**src/rtl/counter_pkg.sv**
```systemverilog
// Shared types for the multi-mode up/down counter: operating mode and one-shot state.
// Latency: n/a (types and helpers only).
// Backpressure: n/a.
package counter_pkg;

    // Encodings match the 2-bit mode input pins directly.
    typedef enum logic [1:0] {
        MODE_WRAP    = 2'b00,
        MODE_SAT     = 2'b01,
        MODE_ONESHOT = 2'b10,
        MODE_HOLD    = 2'b11
    } mode_e;

    typedef enum logic [1:0] {
        OS_IDLE = 2'b00,
        OS_RUN  = 2'b01,
        OS_DONE = 2'b10
    } os_state_e;

    // Modes that count on every enabled cycle without consulting the one-shot FSM.
    function automatic logic is_free_running(input mode_e m);
        return (m == MODE_WRAP) || (m == MODE_SAT);
    endfunction

endpackage

```
**src/rtl/counter_step_calc.sv**
```systemverilog
// Combinational next-value calculator: given the current count, effective step, bound,
// direction and mode, returns the next count plus overflow/underflow/wrap/terminal hints.
// Latency: 0 cycles (pure combinational). Backpressure: none.
//
// Ports:
//   cur      current count          s        effective step (already <= max_val)
//   max_val  upper bound             up_dwn   1 = up, 0 = down
//   mode     wrap selects modulo arithmetic; anything else clamps at the bounds
//   nxt      next count              ovf_evt  up-count crossed/clamped, or cur above bound
//   unf_evt  down-count crossed/clamped at zero
//   wrap_evt modulo wrap happened (wrap mode only)
//   terminal next count lands on the bound in the counting direction
module counter_step_calc
    import counter_pkg::*;
#(
    parameter int WIDTH = 8
) (
    input  logic [WIDTH-1:0] cur,
    input  logic [WIDTH-1:0] s,
    input  logic [WIDTH-1:0] max_val,
    input  logic             up_dwn,
    input  mode_e            mode,
    output logic [WIDTH-1:0] nxt,
    output logic             ovf_evt,
    output logic             unf_evt,
    output logic             wrap_evt,
    output logic             terminal
);

    localparam logic [WIDTH:0] ONE = {{WIDTH{1'b0}}, 1'b1};

    // One extra bit so out+s and out+max_val+1 never lose their carry.
    logic [WIDTH:0] cur_ext;
    logic [WIDTH:0] s_ext;
    logic [WIDTH:0] max_ext;
    logic [WIDTH:0] sum;
    logic           above;
    logic           over_up;
    logic           under_dn;

    always_comb begin
        cur_ext  = {1'b0, cur};
        s_ext    = {1'b0, s};
        max_ext  = {1'b0, max_val};
        sum      = cur_ext + s_ext;
        above    = cur > max_val;
        over_up  = sum > max_ext;
        under_dn = s > cur;

        nxt      = cur;
        ovf_evt  = 1'b0;
        unf_evt  = 1'b0;
        wrap_evt = 1'b0;
        terminal = 1'b0;

        if (above) begin
            // Bound was lowered underneath us: snap back into range. This is a
            // correction, not a count, so it never reports terminal or wrap.
            nxt     = max_val;
            ovf_evt = 1'b1;
        end else if (s != '0) begin
            if (up_dwn) begin
                if (over_up) begin
                    ovf_evt = 1'b1;
                    if (mode == MODE_WRAP) begin
                        nxt      = WIDTH'(sum - max_ext - ONE);
                        wrap_evt = 1'b1;
                    end else begin
                        nxt = max_val;
                    end
                end else begin
                    nxt = sum[WIDTH-1:0];
                end
                terminal = (nxt == max_val);
            end else begin
                if (under_dn) begin
                    unf_evt = 1'b1;
                    if (mode == MODE_WRAP) begin
                        // s <= max_val, so cur+max_val+1-s stays within 0..max_val.
                        nxt      = WIDTH'(cur_ext + max_ext + ONE - s_ext);
                        wrap_evt = 1'b1;
                    end else begin
                        nxt = '0;
                    end
                end else begin
                    nxt = cur - s;
                end
                terminal = (nxt == '0);
            end
        end
    end

endmodule

```
**src/rtl/counter_up_dwn_multi.sv**
```systemverilog
// Multi-mode up/down counter (wrap / saturate / one-shot / hold) with load, clear,
// programmable step and runtime bound, terminal-count pulse and sticky ovf/unf flags.
// Latency: 1 cycle from qualifying edge to out/tc/flags. Backpressure: none (en gates counting).
//
// Ports:
//   clk, reset (async active-low)   clr (sync clear all)   load/data (load min(data,max_val))
//   en, up_dwn, step                max_val (bound)        mode (00 wrap 01 sat 10 one-shot 11 hold)
//   clr_flags (clear ovf/unf)       out, tc, ovf, unf, done
module counter_up_dwn_multi
    import counter_pkg::*;
#(
    parameter int WIDTH  = 8,
    parameter int STEP_W = 4
) (
    input  logic              clk,
    input  logic              reset,
    input  logic              clr,
    input  logic              load,
    input  logic [WIDTH-1:0]  data,
    input  logic              en,
    input  logic              up_dwn,
    input  logic [STEP_W-1:0] step,
    input  logic [WIDTH-1:0]  max_val,
    input  logic [1:0]        mode,
    input  logic              clr_flags,
    output logic [WIDTH-1:0]  out,
    output logic              tc,
    output logic              ovf,
    output logic              unf,
    output logic              done
);

    mode_e            mode_i;
    logic [WIDTH-1:0] step_ext;
    logic [WIDTH-1:0] s_eff;
    logic [WIDTH-1:0] load_val;
    logic             count_due;

    logic [WIDTH-1:0] out_q, out_d;
    logic             tc_q, tc_d;
    logic             ovf_q, ovf_d;
    logic             unf_q, unf_d;
    logic             done_q, done_d;
    os_state_e        state_q, state_d;

    logic [WIDTH-1:0] calc_nxt;
    logic             calc_ovf;
    logic             calc_unf;
    logic             calc_wrap;
    logic             calc_term;

    always_comb begin
        mode_i   = mode_e'(mode);
        step_ext = WIDTH'(step);
        // A step larger than the bound is trimmed so one count never wraps twice.
        s_eff    = (step_ext > max_val) ? max_val : step_ext;
        load_val = (data > max_val) ? max_val : data;
        // One-shot only counts while running; IDLE/DONE ignore en.
        count_due = en && (is_free_running(mode_i) ||
                           ((mode_i == MODE_ONESHOT) && (state_q == OS_RUN)));
    end

    counter_step_calc #(
        .WIDTH (WIDTH)
    ) u_step_calc (
        .cur      (out_q),
        .s        (s_eff),
        .max_val  (max_val),
        .up_dwn   (up_dwn),
        .mode     (mode_i),
        .nxt      (calc_nxt),
        .ovf_evt  (calc_ovf),
        .unf_evt  (calc_unf),
        .wrap_evt (calc_wrap),
        .terminal (calc_term)
    );

    // Next-state and output logic; the one-shot FSM lives here too.
    always_comb begin
        out_d   = out_q;
        state_d = state_q;
        done_d  = done_q;
        tc_d    = 1'b0;
        // Clear first, then OR in this cycle's events so a same-cycle event wins.
        ovf_d   = ovf_q & ~clr_flags;
        unf_d   = unf_q & ~clr_flags;

        if (clr) begin
            out_d   = '0;
            state_d = OS_IDLE;
            done_d  = 1'b0;
            ovf_d   = 1'b0;
            unf_d   = 1'b0;
        end else if (load) begin
            // Load re-arms the one-shot from any state and raises no flags.
            out_d   = load_val;
            state_d = OS_RUN;
            done_d  = 1'b0;
        end else if (count_due) begin
            out_d = calc_nxt;
            ovf_d = ovf_d | calc_ovf;
            unf_d = unf_d | calc_unf;
            case (mode_i)
                MODE_WRAP: tc_d = calc_wrap;
                MODE_ONESHOT: begin
                    if (calc_term) begin
                        state_d = OS_DONE;
                        done_d  = 1'b1;
                        tc_d    = 1'b1;
                    end
                end
                default: tc_d = 1'b0;
            endcase
        end
    end

    always_ff @(posedge clk or negedge reset) begin
        if (!reset) begin
            out_q   <= '0;
            tc_q    <= 1'b0;
            ovf_q   <= 1'b0;
            unf_q   <= 1'b0;
            done_q  <= 1'b0;
            state_q <= OS_IDLE;
        end else begin
            out_q   <= out_d;
            tc_q    <= tc_d;
            ovf_q   <= ovf_d;
            unf_q   <= unf_d;
            done_q  <= done_d;
            state_q <= state_d;
        end
    end

    assign out  = out_q;
    assign tc   = tc_q;
    assign ovf  = ovf_q;
    assign unf  = unf_q;
    assign done = done_q;

endmodule

```
**config.mk**
```make
export PLATFORM = sky130hd
export DESIGN_NAME = counter_up_dwn_multi
export DESIGN_NICKNAME = d
export VERILOG_FILES = /design/src/rtl/counter_pkg.sv /design/src/rtl/counter_step_calc.sv /design/src/rtl/counter_up_dwn_multi.sv
export SDC_FILE = /design/constraint.sdc
export NUM_CORES = 1
export LEC_CHECK = 0
export ABC_AREA = 1
export ABC_CLOCK_PERIOD_IN_PS = 9900
export CAP_MARGIN = 0
export CORE_AREA = 2 2 106 108
export DETAILED_ROUTE_END_ITERATION = 16
export DIE_AREA = 0 0 108 110
export PLACE_DENSITY = 0.57
export SYNTH_ARGS = -nofsm -noshare
export SYNTH_HDL_FRONTEND = slang
export SYNTH_SLANG_ARGS = --single-unit
```
**constraint.sdc**
```tcl
create_clock -name clk -period 9.9 [get_ports clk]
set_input_delay 2.475 -clock clk [delete_from_list [all_inputs] [get_ports clk]]
set_output_delay 2.475 -clock clk [all_outputs]
set_load 0.03 [all_outputs]
```
Word-level counts from Yosys, hierarchy flattened
Index checks and enable logic that the tools add are counted.
Word-level totals
  register bits: 14
  bits in latches: 0
  memory bits (writable): 0
  memory bits (read-only): 0
  input bits: 29
  output and inout bits: 12
  logic and storage cells: 93
  memories kept: 0
Operators by class
  add/subtract/negate cells: 7
  $mul: 0
  div/mod/pow operators: 0
  order comparisons: 5
  eq/ne operators: 4
  shift operators: 0
  multiplexer cells: 53
  bitwise operators: 5
  reduce and logical (&&, ||, !) cells: 13
Operator list (number)
  8-bit two-way mux: 18
  1-bit two-way mux: 29
  8-bit > comparator: 3
  8-bit subtractor: 3
  2-bit two-way mux: 5
  8-bit by 8-bit adder with 9-bit output: 1
  9-bit by 8-bit > comparator with 1-bit output: 1
  3-bit nonzero test: 3
  8-bit by 1-bit adder with 8-bit output (second input constant): 1
  8-bit adder: 1
  8-bit == test: 1
  4-bit by 8-bit > comparator with 1-bit output: 1
  8-bit zero test: 1
  8-bit nonzero test: 1
  8-bit by 1-bit subtractor with 8-bit output (second input constant): 1
  2-bit by 1-bit == test with 1-bit output (second input constant): 2
  4-bit nonzero test: 1
  3-bit AND reduction: 1
  1-bit bitwise AND: 2
  2-bit == test (second input constant): 1
  1-bit logical AND: 2
  2-bit zero test: 1
  1-bit logical OR: 2
  1-bit bitwise OR: 2
  3 further kinds: 3

Longest topological paths before layout
Gate-level depths: netlist of the first run.
  word-level depth: 19
  mapped depth: 37
  depth with buffers taken out: 37

By module
From an unflattened synthesis of the first run, not the netlist that was laid out.
Unflattened totals
  cells, all modules: 635
  area, all modules: 3901.2 µm²
Modules (own cells, without submodules)
  counter_step_calc: times used 1, cells an instance 483, area each 2733.9 µm², sequential area each 0.0 µm²
  counter_up_dwn_multi: times used 1, cells an instance 152, area each 1167.4 µm², sequential area each 325.3 µm²

Worst setup path after synthesis of the first run
Ideal clock, no wire load.
  path type: in2reg
  from: input port max_val[1]
  to: register state_q[0]
  setup time: 0.117 ns
  arrival time: 6.179 ns
  required time: 9.783 ns
  path slack: 3.604 ns
  stages on the path: 34
  buffers on the path: 1
  cell sequence: inv_1 ha_1 a21oi_1 o21ai_0 nand2_2 nand2_1 o21ai_1 inv_1 ha_1 inv_1 fa_1 o21ai_1 nand2_1 nand2_1 nand2_1 nand2_1 inv_1 ha_1 nand2_1 nor2_1 nand3_1 nand2_2 buf_2 nand3_1 nand2_1 nand2_1 nand2_1 nand2_1 nor2_1 nand2_1 nand2_1 nand3_1 nand2_1 nand2_1
On the way
  longest elaborated chain between the ends: 16
  elaborated cells between the ends (all ways): 30
  those cells by class: add/sub (7); order compare (4); eq/ne (1); mux (14); reduce/logical (4)
Ends and longest elaborated chain
  start: declaration: RTL line counter_up_dwn_multi.sv:23  | input logic [WIDTH-1:0] max_val,
  4-bit by 8-bit > comparator with 1-bit output: RTL line counter_up_dwn_multi.sv:56  | s_eff = (step_ext > max_val) ? max_val : step_ext;
  8-bit two-way mux: RTL line counter_up_dwn_multi.sv:56
  8-bit by 8-bit adder with 9-bit output: RTL line counter_step_calc.sv:45  | sum = cur_ext + s_ext;
  8-bit subtractor: RTL line counter_step_calc.sv:66  | nxt = WIDTH'(sum - max_ext - ONE);
  8-bit by 1-bit subtractor with 8-bit output: RTL line counter_step_calc.sv:66
  8-bit two-way mux: RTL line counter_step_calc.sv:65  | if (mode == MODE_WRAP) begin
  8-bit two-way mux: RTL line counter_step_calc.sv:63  | if (over_up) begin
  8-bit two-way mux: RTL line counter_step_calc.sv:62  | if (up_dwn) begin
  8-bit two-way mux: RTL line counter_step_calc.sv:61  | end else if (s != '0) begin
  8-bit two-way mux: RTL line counter_step_calc.sv:56  | if (above) begin
  8-bit == test: RTL line counter_step_calc.sv:74  | terminal = (nxt == max_val);
  1-bit two-way mux: RTL line counter_step_calc.sv:62
  1-bit two-way mux: RTL line counter_step_calc.sv:61
  1-bit two-way mux (*): RTL line counter_step_calc.sv:56
  3-bit nonzero test (no line) (*)
  3-bit AND reduction (no line) (*)
  end signal: assignment: RTL line counter_up_dwn_multi.sv:131  | state_q <= state_d;
  end: declaration: RTL line counter_up_dwn_multi.sv:44  | os_state_e state_q, state_d;
Mark *: on every way between the ends. The rest lies on a longest branch, timed or not. The select of a mux whose other input is x is not followed.
A chain may end at the register's enable or synchronous reset.

Final worst setup path of the first run
  from: input port max_val[3]
  to: register state_q[0]
Same word-level chain as after synthesis.

==> results of run 1 <==
cells by family (layout without fill, tap and decap cells):
group | count (synthesis) | in the layout | synth area share
adders and majority gates | 64 | 64 | 0.234
AOI/OAI and AO/OA | 109 | 109 | 0.178
buffers and inverters | 101 | 133 | 0.111
and+or+nand+nor | 303 | 303 | 0.363
DFF | 13 | 13 | 0.0891
xor gates and xnor gates | 10 | 10 | 0.0240
other | 2 | 8 | 0.00206
state kept, by name, summed over array words and instances, names as in the netlist:
name,cells
ovf,1
tc,1
done,1
state_q,1
unf,1
out,8
power by group:
| part | internal (W) | total [W] | switching (W) |
|---|---|---|---|
| Combinational | 0.000206 | 0.000589 | 0.000382 |
| Clock | 0.0000285 | 0.0000502 | 0.0000217 |
| Sequential | 0.0000604 | 0.0000818 | 0.0000213 |
worst max-delay path: cells and delay by family:
| kind | cells | cell delay, ps |
|---|---|---|
| XOR/XNOR | 1 | 410 |
| AND/OR/NAND/NOR | 22 | 2120 |
| buffers and inverters | 4 | 1120 |
| AO/OA/AOI/OAI | 3 | 690 |
| adder cells (fa/ha/maj) | 4 | 1250 |
cell type report:
class,instances,share of cell area
Multi-Input combinational cell,494,0.696
Timing Repair Buffer,41,0.0964
Inverter,88,0.0781
Sequential cell,13,0.0769
Tap cell,140,0.0414
Clock buffer,4,0.0107
metal layers:
| metal | up-vias | share of wire | GRT usage |
|---|---|---|---|
| met4 | 0 | 0.020 | 0.0504 |
| met1 | 1857 | 0.46 | 0.291 |
| li1 | 2061 | - | - |
| met3 | 19 | 0.034 | 0.0106 |
| met2 | 96 | 0.48 | 0.394 |
| met5 | - | 0 | 0 |
per-stage QoR:
step | cell area, µm² | utilization | total power [W] | instances | worst slack (ps)
after global routing | 4230 | 0.395 | 0.000803 | 780 | 1560
after CTS | 4230 | 0.395 | 0.000715 | 780 | 2000
final | 4230 | 0.395 | 0.000721 | 780 | 1950
after detailed placement | 4180 | 0.391 | 0.000661 | 776 | 1740
after global placement | 4180 | 0.391 | 0.000659 | 776 | 1880
after floorplan | 3670 | - | 0.000510 | 608 | 3600
cells in the final DEF (no fill, tap or decap):
cell             netlist  routed
a21o_1                 2       2
a21oi_1               45      45
a21oi_2                4       4
a21oi_4                1       1
a22oi_2                2       2
a32o_1                 1       1
buf_4                  1       1
clkbuf_1               5       1
clkbuf_8               0       3
clkdlybuf4s50_1        0      40
conb_1                 2       8
dfrtp_1               13      13
fa_1                   7       7
ha_1                  57      57
inv_1                 81      81
inv_2                  7       7
nand2_1              164     164
nand2_2                3       3
nand2b_4               1       1
nand3_1               64      64
nand3b_1               3       3
nand4_1               14      14
nand4_2                2       2
nor2_1                40      40
nor2_2                 2       2
nor3_1                 3       3
o211ai_1              11      11
o21a_1                 3       3
o21ai_0               28      28
o21ai_1                7       7
o21ai_2                1       1
o221ai_1               3       3
o31ai_1                1       1
or2_2                  7       7
xnor2_1                2       2
xor2_1                 8       8
worst paths after layout:
kind                                 start  slack [ps]  cells after the start    endpoint
worst max-delay path            max_val[3]        1950                     34  state_q[0]
worst min register to register         unf         540                      2         unf
worst max register to register      out[1]        5560                     24  state_q[0]
worst min-delay path                   unf         540                      2         unf
max in group asynchronous            reset        6870                      1      out[0]
min in group asynchronous            reset        2610                      1         unf
==> results.json, run 1 <==
{
  "status": "complete, no violations",
  "final_max_slew_viol_count": 0,
  "regArea_um2": 325,
  "fmax_mhz": 126,
  "drt-total-wl_mm": 12.6,
  "critPathCaptureType": "flip-flop",
  "hold_path_class": "flip-flop to flip-flop",
  "die_x_um": 108,
  "hold_viol_final": 0,
  "syn_inst": 602,
  "fin_worst_skew_ps": 8.30,
  "multiInputGateArea_um2": 2950,
  "clock_sinks": 13,
  "yosysUniqueCellTypes": 36,
  "power_density_nw_per_um2": 170,
  "drc": 0,
  "post_cts.repair.setup_buffers": 0,
  "crit_path_start_kind": "input port",
  "period_share": 0.803,
  "dr.pass1.iters": 5,
  "holdBufCountCts": 0,
  "detail_route.wl_per_cell_um": 16.2,
  "place.gp.congestion": 0.961,
  "routed-via-count": 4033,
  "vias_per_cell": 5.17,
  "cts_buffers": 3,
  "n_fill_cell": 1184,
  "tightest_slew_ps": 897,
  "required_ps": 10040,
  "slowest_delay_ps": 670,
  "yosys.area.top_type": "ha_1",
  "ys_seq_area_frac": 0.0891,
  "cts_tree": "yes",
  "floorplan.core_area_um2": 10700,
  "overflow": 0,
  "max-slew-margin-rel": 0.402,
  "ir_drop_mv": 0.0650,
  "antenna_found_initial": 0,
  "drive_gt1_frac": 0.0531,
  "grt_pass1_wl_mm": 20.2,
  "drt_iter0_drc": 229,
  "final.setup.tns_ps": 0,
  "drv_cap": 0,
  "grt_max_degree": 22,
  "power.static_leakage_nw": 2.25,
  "start_util": 0.341,
  "cts.htree.levels": 1,
  "yosysWarnings": 0,
  "ys_ff_latch": 13,
  "design.die.area_um2": 11900,
  "ant_nets": 0,
  "portBuffers": 40,
  "clk_path_buf_depth": 2,
  "syn2layout_area_growth_pct": 15.8,
  "async_reset_ff_frac": 1.00,
  "ios": 41,
  "die_h_um": 110,
  "synth_edf_count": 0,
  "post-route-min-period_ps": 7950,
  "ys_top_cells_by_area": "ha_1 20%, nand2_1 17%, dfrtp_1 8.9%",
  "cpMaxStageDelayCell": "clkdlybuf4s50_1",
  "synthMostInstantiatedCell": "nand2_1",
  "clkLatencyLatePin_ps": 250,
  "ys.flop_type": "dfrtp_1",
  "rsz0062_at_grt": "no",
  "cp_common_cell": "nand2_1",
  "hold_ws_ps": 536,
  "rows": 38,
  "arrival_ps": 8090,
  "grt_pass1_vias": 3824,
  "finalNetCount": 734,
  "syn-cell-area_um2": 3650,
  "antenna_cells": 0,
  "cp_max_fo": 13,
  "finalSetupViolCount": 0,
  "hpwlAfterDp_mm": 10.3,
  "synth_top_area_frac": 0.195,
  "grt_usage": 0.219,
  "path_class": "input port to flip-flop",
  "cts-resized-gates": 0,
  "syn-mean-instance-area_um2": 6.07,
  "clk_pin_slew_ps": 60,
  "root_buffer": "clkbuf_8",
  "synth_common_cells": "164 x nand2_1, 81 x inv_1, 64 x nand3_1"
}
No activity file was read; power rests on OpenSTA's default activity.
==> inputs of run 2 (changes only) <==
Settings changed: ABC_CLOCK_PERIOD_IN_PS 9900 to 7130, PLACE_DENSITY 0.57 to 0.59.
Clock period 9.9 ns to 7.13 ns, I/O delays scaled along.
==> results.json, run 2 (synthesized netlist as in run 1, its figures left out) <==
{
  "path_class": "input port to flip-flop",
  "total_power_w": 0.00101,
  "finalNetCount": 746,
  "cts-resized-gates": 0,
  "drv_cap": 0,
  "post-route-min-period_ps": 6680,
  "pre_cts_ws_ps": 148,
  "design.die.area_um2": 11900,
  "drive_gt1_frac": 0.0752,
  "critical-path-top-delay-family": "simple AND/OR/NAND/NOR gates",
  "wl_met3_um": 662,
  "rows": 38,
  "die_x_um": 108,
  "largest_reg_flops": 8,
  "syn2layout_area_growth_pct": 18.6,
  "ios": 41,
  "hold_ws_ps": 543,
  "start_util": 0.341,
  "arrival_ps": 6820,
  "final_max_slew_viol_count": 0,
  "period_share": 0.937,
  "grt_pass1_vias": 3915,
  "cp_common_cell": "nand2_1",
  "tightest_slew_ps": 881,
  "fin_worst_skew_ps": 5.82,
  "drt-total-wl_mm": 12.6,
  "path_buf_inv": 4,
  "cts.htree.levels": 1,
  "required_ps": 7270,
  "cts_tree": "yes",
  "setup_ws_ps": 452,
  "vias_per_cell": 5.28,
  "post_cts.repair.setup_buffers": 0,
  "clk_path_buf_depth": 2,
  "final_cell_mix": "164 x nand2_1, 81 x inv_1, 64 x nand3_1, 57 x ha_1, 45 x a21oi_1",
  "holdBufCountCts": 0,
  "detail_route.wl_per_cell_um": 15.9,
  "rsz0062_at_grt": "no",
  "cpMaxStageDelayCell": "clkdlybuf4s50_1",
  "wl_met1_mm": 6.00,
  "final_util": 0.405,
  "n_fill_cell": 1182,
  "top_layer_used": "met4",
  "status": "complete, no violations",
  "ir_drop_mv": 0.118,
  "grt_usage": 0.218,
  "antenna_cells": 0,
  "ant_nets": 0,
  "power_density_nw_per_um2": 233,
  "dr.pass1.iters": 5,
  "final_common_cell": "nand2_1",
  "portBuffers": 40,
  "dr_wl_met2_mm": 5.77,
  "drc": 0,
  "clock_sinks": 13,
  "grt_max_degree": 22,
  "final.setup.tns_ps": 0,
  "cts_buffers": 3,
  "cp_max_fo": 13,
  "routed-via-count": 4181,
  "clkLatencyLatePin_ps": 250,
  "floorplan.core_area_um2": 10700,
  "grt_pass1_wl_mm": 20.1,
  "critPathCaptureType": "flip-flop",
  "die_h_um": 110,
  "finalSetupViolCount": 0,
  "hold_path_class": "flip-flop to flip-flop",
  "fmax_mhz": 150,
  "antenna_found_initial": 0,
  "clk_pin_slew_ps": 60,
  "hold_viol_final": 0,
  "crit_path_start_kind": "input port",
  "max-slew-margin-rel": 0.412,
  "place.gp.congestion": 1.02,
  "reg2reg_slack_ps": 2900,
  "root_buffer": "clkbuf_8",
  "overflow": 0,
  "power.static_leakage_nw": 2.31,
  "drt_iter0_drc": 327,
  "slowest_delay_ps": 480,
  "hpwlAfterDp_mm": 10.4
}
## run 2: per-stage QoR
step,instances,cell area (µm²)
floorplan,608,3670
global placement,788,4270
detailed placement,788,4270
CTS,792,4320
global route,792,4330
finish,792,4330
## run 2: layout make-up
cell class	instances	area [µm²]	area share
inverters	88	330	0.0763
repair buffers	53	498	0.115
flip-flops and latches	13	325	0.0751
clock buffers	3	41.3	0.00953
clock inverters	1	5.00	0.00116
well taps	140	175	0.0404
multi-input cells	494	2960	0.683
## run 2: path summary, 6_finish.rpt
path | startpoint | endpoint | cells past startpoint
max | max_val[2] | state_q[0] | 34
min | unf | unf | 2
max reg2reg | out[1] | state_q[0] | 24
min reg2reg | unf | unf | 2
max in group asynchronous | reset | out[1] | 1
min in group asynchronous | reset | unf | 1
## run 2: metal layers
metal / vias to the layer above / global-route usage
met4: 0 / 0.0165
met2: 116 / 0.371
li1: 2094 / -
met1: 1959 / 0.316
met3: 12 / 0.0159
met5: - / 0
## run 2: power by group
group          leakage (nW)  switching (W)  internal (W)
clock network        0.0255      0.0000290     0.0000386
logic                  2.12       0.000530      0.000292
registers             0.168      0.0000346     0.0000838
total                  2.31       0.000593      0.000414
## run 2: tightest hold or removal path: cells and delay by family (launching register included)
family,cells,cell delay (ps)
AOI/OAI and AO/OA,1,80
and+or+nand+nor,1,70
DFF,1,350
==> inputs of run 3 (changes only) <==
Settings changed: CTS_CLUSTER_SIZE from default to 8.
==> results of run 3 <==
Final layout, timing and power as in run 2 (identical DEF).
